File: src/rtl/rf_scoreboard.sv
// Per-register in-flight GPR writer tracker between decode and writeback.
// Each tracked register has a writer counter and a load-writer counter. Together they give the decode RAW stall and forward hints.

module rf_sb_entry #(
  parameter int CNT_W = 2
) (
  input  logic             clk,
  input  logic             resetn,
  input  logic             flush_i,
  input  logic             inc_i,
  input  logic             dec_i,
  input  logic             ld_inc_i,
  input  logic             ld_dec_i,
  output logic [CNT_W-1:0] cnt_o,
  output logic [CNT_W-1:0] ld_cnt_o,
  output logic             pend_o,
  output logic             err_o
);
  localparam logic [CNT_W-1:0] MAX = {CNT_W{1'b1}};

  logic [CNT_W-1:0] cnt_q, cnt_d, ld_q, ld_d;
  logic             pend_q;
  logic             cnt_err, ld_err;

  // Same-cycle +1/-1 cancel out. A lone step past either end saturates and flags.
  always_comb begin
    cnt_d   = cnt_q;
    cnt_err = 1'b0;
    case ({inc_i, dec_i})
      2'b10: if (cnt_q == MAX) cnt_err = 1'b1; else cnt_d = cnt_q + CNT_W'(1);
      2'b01: if (cnt_q == '0)  cnt_err = 1'b1; else cnt_d = cnt_q - CNT_W'(1);
      default: ;
    endcase
  end

  always_comb begin
    ld_d   = ld_q;
    ld_err = 1'b0;
    case ({ld_inc_i, ld_dec_i})
      2'b10: if (ld_q == MAX) ld_err = 1'b1; else ld_d = ld_q + CNT_W'(1);
      2'b01: if (ld_q == '0)  ld_err = 1'b1; else ld_d = ld_q - CNT_W'(1);
      default: ;
    endcase
  end

  assign err_o = ~flush_i & (cnt_err | ld_err | (ld_d > cnt_d));

  always_ff @(posedge clk or negedge resetn) begin
    if (!resetn) begin
      cnt_q  <= '0;
      ld_q   <= '0;
      pend_q <= 1'b0;
    end else if (flush_i) begin
      cnt_q  <= '0;
      ld_q   <= '0;
      pend_q <= 1'b0;
    end else begin
      cnt_q  <= cnt_d;
      ld_q   <= ld_d;
      pend_q <= (cnt_d != '0);
    end
  end

  assign cnt_o    = cnt_q;
  assign ld_cnt_o = ld_q;
  assign pend_o   = pend_q;
endmodule

module rf_scoreboard #(
  parameter int NREG  = 32,
  parameter int CNT_W = 2
) (
  input  logic            clk,
  input  logic            resetn,
  input  logic            flush,
  input  logic            ds_valid,
  input  logic            ds_need_rj,
  input  logic            ds_need_rkd,
  input  logic [4:0]      ds_raddr1,
  input  logic [4:0]      ds_raddr2,
  input  logic            ds_gr_we,
  input  logic [4:0]      ds_dest,
  input  logic            ds_is_load,
  input  logic            ds_fire,
  input  logic            ms_ld_done,
  input  logic [4:0]      ms_ld_dest,
  input  logic            ws_retire,
  input  logic [4:0]      ws_dest,
  output logic            ds_stall,
  output logic            rj_fwd,
  output logic            rkd_fwd,
  output logic [NREG-1:0] pend_vec,
  output logic            err
);
  localparam logic [CNT_W-1:0] MAX = {CNT_W{1'b1}};

  logic [NREG-1:0][CNT_W-1:0] cnt, ldcnt;
  logic [NREG-1:0]            pend, err_evt;
  logic                       issue, ld_done, retire;
  logic                       ld_hazard, full, fire_err;
  logic                       err_q, err_d;

  assign issue   = ds_fire & ds_gr_we & (ds_dest != 5'd0);
  assign ld_done = ms_ld_done & (ms_ld_dest != 5'd0);
  assign retire  = ws_retire & (ws_dest != 5'd0);

  // r0 is hardwired: never pending, never updated.
  assign cnt[0]     = '0;
  assign ldcnt[0]   = '0;
  assign pend[0]    = 1'b0;
  assign err_evt[0] = 1'b0;

  for (genvar i = 1; i < NREG; i++) begin : g_ent
    rf_sb_entry #(.CNT_W(CNT_W)) u_ent (
      .clk      (clk),
      .resetn   (resetn),
      .flush_i  (flush),
      .inc_i    (issue   & (ds_dest    == 5'(i))),
      .dec_i    (retire  & (ws_dest    == 5'(i))),
      .ld_inc_i (issue   & ds_is_load & (ds_dest == 5'(i))),
      .ld_dec_i (ld_done & (ms_ld_dest == 5'(i))),
      .cnt_o    (cnt[i]),
      .ld_cnt_o (ldcnt[i]),
      .pend_o   (pend[i]),
      .err_o    (err_evt[i])
    );
  end

  // Hints look at current state only; same-cycle releases land next cycle.
  assign rj_fwd    = ds_valid & ds_need_rj  & (cnt[ds_raddr1] != '0);
  assign rkd_fwd   = ds_valid & ds_need_rkd & (cnt[ds_raddr2] != '0);
  assign ld_hazard = (rj_fwd  & (ldcnt[ds_raddr1] != '0)) |
                     (rkd_fwd & (ldcnt[ds_raddr2] != '0));
  assign full      = ds_valid & ds_gr_we & (ds_dest != 5'd0) & (cnt[ds_dest] == MAX);
  assign ds_stall  = ld_hazard | full;

  assign fire_err = ds_fire & ds_stall & ~flush;
  assign err_d    = err_q | fire_err | (|err_evt);

  always_ff @(posedge clk or negedge resetn) begin
    if (!resetn) err_q <= 1'b0;
    else         err_q <= err_d;
  end

  assign err      = err_q;
  assign pend_vec = pend;
endmodule
File: config.mk
export PLATFORM = sky130hd
export DESIGN_NAME = rf_scoreboard
export DESIGN_NICKNAME = d
export VERILOG_FILES = /design/src/rtl/rf_scoreboard.sv
export SDC_FILE = /design/constraint.sdc
export NUM_CORES = 1
export LEC_CHECK = 0
export ABC_AREA = 1
export CELL_PAD_IN_SITES_DETAIL_PLACEMENT = 2
export CELL_PAD_IN_SITES_GLOBAL_PLACEMENT = 2
export CORE_MARGIN = 10
export CORE_UTILIZATION = 25
export CTS_CLUSTER_DIAMETER = 150
export DETAILED_ROUTE_END_ITERATION = 8
export PLACE_DENSITY = 0.64
export SETUP_SLACK_MARGIN = 0.15
export SLEW_MARGIN = 20
export SYNTH_ARGS = -nofsm -noshare
export SYNTH_HDL_FRONTEND = slang
export SYNTH_SLANG_ARGS = --single-unit
File: constraint.sdc
create_clock -name clk -period 2.9 [get_ports clk]
set_clock_uncertainty 0.05 [all_clocks]
set_input_delay 0.58 -clock clk [delete_from_list [all_inputs] [get_ports clk]]
set_output_delay 0.58 -clock clk [all_outputs]
set_load 0.05 [all_outputs]
==> run_results.csv <==
group,metric,value,unit
timing,worst_slack,-0.927,ns
cts,insertion_delay,0.51,ns
route,drtPass1Iterations,5,
timing,grt_setup_unrepaired,"true",
synth,synthTopCellsByCount,"502 x inv_1, 455 x nand2_1, 410 x nor2_1",
global_route,grt_pass1_vias,20900,
timing,fmax,261,MHz
final_layout,area_growth,56.5,%
cts,clock-sinks,156,
worst_setup_path,critPathLaunchType,"input pin",
synth,synthMuxAreaShare,0,
place,portBuffers,70,
synth,yosys_warnings,0,
synth,synth_ff_type,"dfrtp_1",
timing,timing_worst_slew_pin_value,1.25,ns
cts,cts-root-buf,"clkbuf_16",
worst_setup_path,arrival,4.16,ns
synth,synth-edff-count,0,
status,outcome,"finished, violations left",
place,placed_area,0.0207,mm^2
worst_setup_path,cp_max_fo,8,
timing,finalHoldViolations,0,
final_layout,layout-drive-gt1-share,0.371,
synth,synth_top_area_share,0.247,
global_route,antenna_found_initial,1,
power_and_ir_drop,powerDensity,240,mW/mm^2
power_and_ir_drop,power.leakage,12.1,nW
worst_setup_path,critical_path.top_delay_family,"simple AND/OR/NAND/NOR gates",
route,wirelength,87400,um
job,maxCapViolCount,0,
global_route,grt_max_degree,67,
route,remaining_drc_errors,0,
route,route.vias.total,19300,
worst_setup_path,crit_required,3.23,ns
route,ant_nets,0,
final_layout,fillers,7289,
cts,cts_tree,"done",
floorplan,die_w,271,um
final_layout,antennaDiodeCount,0,
floorplan,die_h,271,um
synth,ys_types,32,
place,gp_congestion,0.969,
cts,numCtsBuffers,17,
timing,setup_viol,7,
worst_setup_path,path_buf_inv,9,
cts,htreeDepth,4,
worst_hold_path,hold_class,"in2async",
global_route,grt_use_total,0.216,
synth,syn_avg_cell_area,6.34,um^2
place,post-dp-hpwl,64200,um
final_layout,final_area,0.0247,mm^2
synth,synth-simple-area-share,0.266,
route,avgRoutedWirePerCell,22.1,um
timing,final_min_period_over_clock_period,1.32,
cts,clk_pin_slew_worst_paths,0.07,ns
synth,ys_ff_latch,156,
synth,yosys.area_share.adder,0.148,
synth,yosysMostFrequentCell,"inv_1",
timing,relSlewSlack,0.164,
synth,synth_top_family_by_area,"simple AND/OR/NAND/NOR gates",
global_route,grt-ovfl-total,0,
worst_setup_path,ff2ff_path_depth,16,
worst_setup_path,endpoint_kind,"flip-flop",
route,viasPerCell,4.86,
status,violations,"negative setup slack",
floorplan,core,0.0627,mm^2
synth,async_flop_share,1.00,
synth,synthXorXnorAreaFrac,0,
floorplan,start_util,0.251,
power_and_ir_drop,peakVddDrop,0.485,mV
cts,hold_buffers,0,
floorplan,std_cell_rows,92,
final_layout,finalNetCount,3324,
synth,syn_area,0.0158,mm^2
synth,netlist_top_cells_area,"dfrtp_1 25%, ha_1 15%, inv_1 12%",
worst_setup_path,max_stage_delay,0.37,ns
synth,synth_compound_area_frac,0.186,
cts,clockBufferDepth,2,
global_route,grt_pass1_wl,123000,um
synth,ys_seq_area_frac,0.247,
synth,synth_nets,2711,
floorplan,ios,72,
timing,finalSetupTns,-2.89,ns
worst_setup_path,critical_path_class,"in2reg",
timing,drv_slew,0,
worst_setup_path,cp_num_cells,28,
synth,yosysTopAreaCell,"dfrtp_1",
synth,synth_cells,2489,
worst_setup_path,cp_slowest_cell,"ha_1",
timing,finalCriticalPeriod,3.83,ns
route,drtIter0Drc,760,
floorplan,die_area,0.0735,mm^2
-- kinds of logic after synthesis --
logic type               Yosys count
buffers and inverters            597
flip-flops                       156
other                              1
adder cells (fa/ha/maj)          186
AO/OA/AOI/OAI                    519
AND/OR/NAND/NOR                 1030
-- state kept, by name, summed over array words and instances (netlist names) --
signal                flops
g_ent.u_ent.ld_cnt_o     62
err                       1
g_ent.u_ent.pend_o       31
g_ent.u_ent.cnt_o        62
-- through the flow --
step / total power [W] / hold slack (ns) / setup slack, ns / util / instances
finish: 0.00593 / 0.0749 / -0.927 / 0.393 / 3960
global route: 0.00616 / 0.101 / -0.998 / 0.393 / 3960
CTS: 0.00586 / 0.0776 / -0.741 / 0.363 / 3898
detailed placement: 0.00327 / 0.526 / -2.13 / 0.330 / 3784
global placement: 0.00324 / 0.516 / -2.05 / 0.330 / 3784
floorplan: 0.00264 / 0.234 / -0.507 / - / 2489
-- metal layers --
layer / up-vias / global-route usage / part of all wire
li1: 9063 / - / -
met1: 9725 / 0.254 / 0.41
met2: 325 / 0.396 / 0.52
met3: 146 / 0.0309 / 0.031
met4: 0 / 0.0699 / 0.041
met5: - / 0 / 0
-- what timing repair did --
| action | in CTS | in global routing |
|---|---|---|
| pin swaps | 83 | 146 |
| cloned | 0 | 0 |
| setup endpoints to repair | 138 | 32 |
| gates resized for setup | 312 | 401 |
| setup buffers | 83 | 62 |
-- worst register-to-register path, delay by kind of cell, from the launching register on --
family                   cells  cell delay, ns
adder cells (fa/ha/maj)      1            0.32
AO/OA/AOI/OAI                5            0.91
AND/OR/NAND/NOR              8            0.81
flip-flops                   1            0.42
buffers and inverters        2            0.18
-- cell usage in the layout (no fill, tap or decap), types with 18 or more instances in the layout --
master	n
nand2_1	398
a31oi_1	41
nor2_1	321
a21oi_1	151
inv_1	423
ha_4	45
a31oi_2	19
buf_4	533
buf_6	41
o31ai_1	20
nand3_1	83
dfrtp_1	146
inv_4	18
buf_12	21
ha_1	118
inv_2	85
nand3_2	37
o21ai_1	39
o21ai_0	100
ha_2	23
o21bai_1	30
nor2_4	53
a21oi_2	38
clkdlybuf4s50_1	42
nand2_2	52
nor2_2	65
-- final timing paths --
| check | slack (ns) | end | from |
|---|---|---|---|
| hold reg to reg | 0.55 | g_ent[17].u_ent.ld_cnt_o[1] | g_ent[17].u_ent.ld_cnt_o[1] |
| hold / removal | 0.07 | g_ent[20].u_ent.pend_o | resetn |
| max in group asynchronous | 1.99 | g_ent[18].u_ent.cnt_o[1] | resetn |
| min in group clk | 0.52 | g_ent[30].u_ent.cnt_o[0] | flush |
| setup / recovery | -0.93 | err | ds_dest[1] |
| setup reg to reg | 0.07 | err | g_ent[27].u_ent.cnt_o[0] |
-- report_power, final --
part	switching [W]	total (W)	internal, W
Sequential	0.0000112	0.00220	0.00219
Combinational	0.000788	0.00127	0.000480
Clock	0.00117	0.00246	0.00129
Total	0.00197	0.00593	0.00395
-- layout make-up --
type | instances | area (um^2) | share of cell area
clock buffers | 18 | 439 | 0.0178
inverters | 529 | 2040 | 0.0825
flip-flops and latches | 156 | 3920 | 0.159
repair buffers | 662 | 5540 | 0.224
clock inverters | 13 | 143 | 0.00578
multi-input cells | 1736 | 11500 | 0.468
well taps | 846 | 1060 | 0.0429
Power figures use the tool's default switching activity.
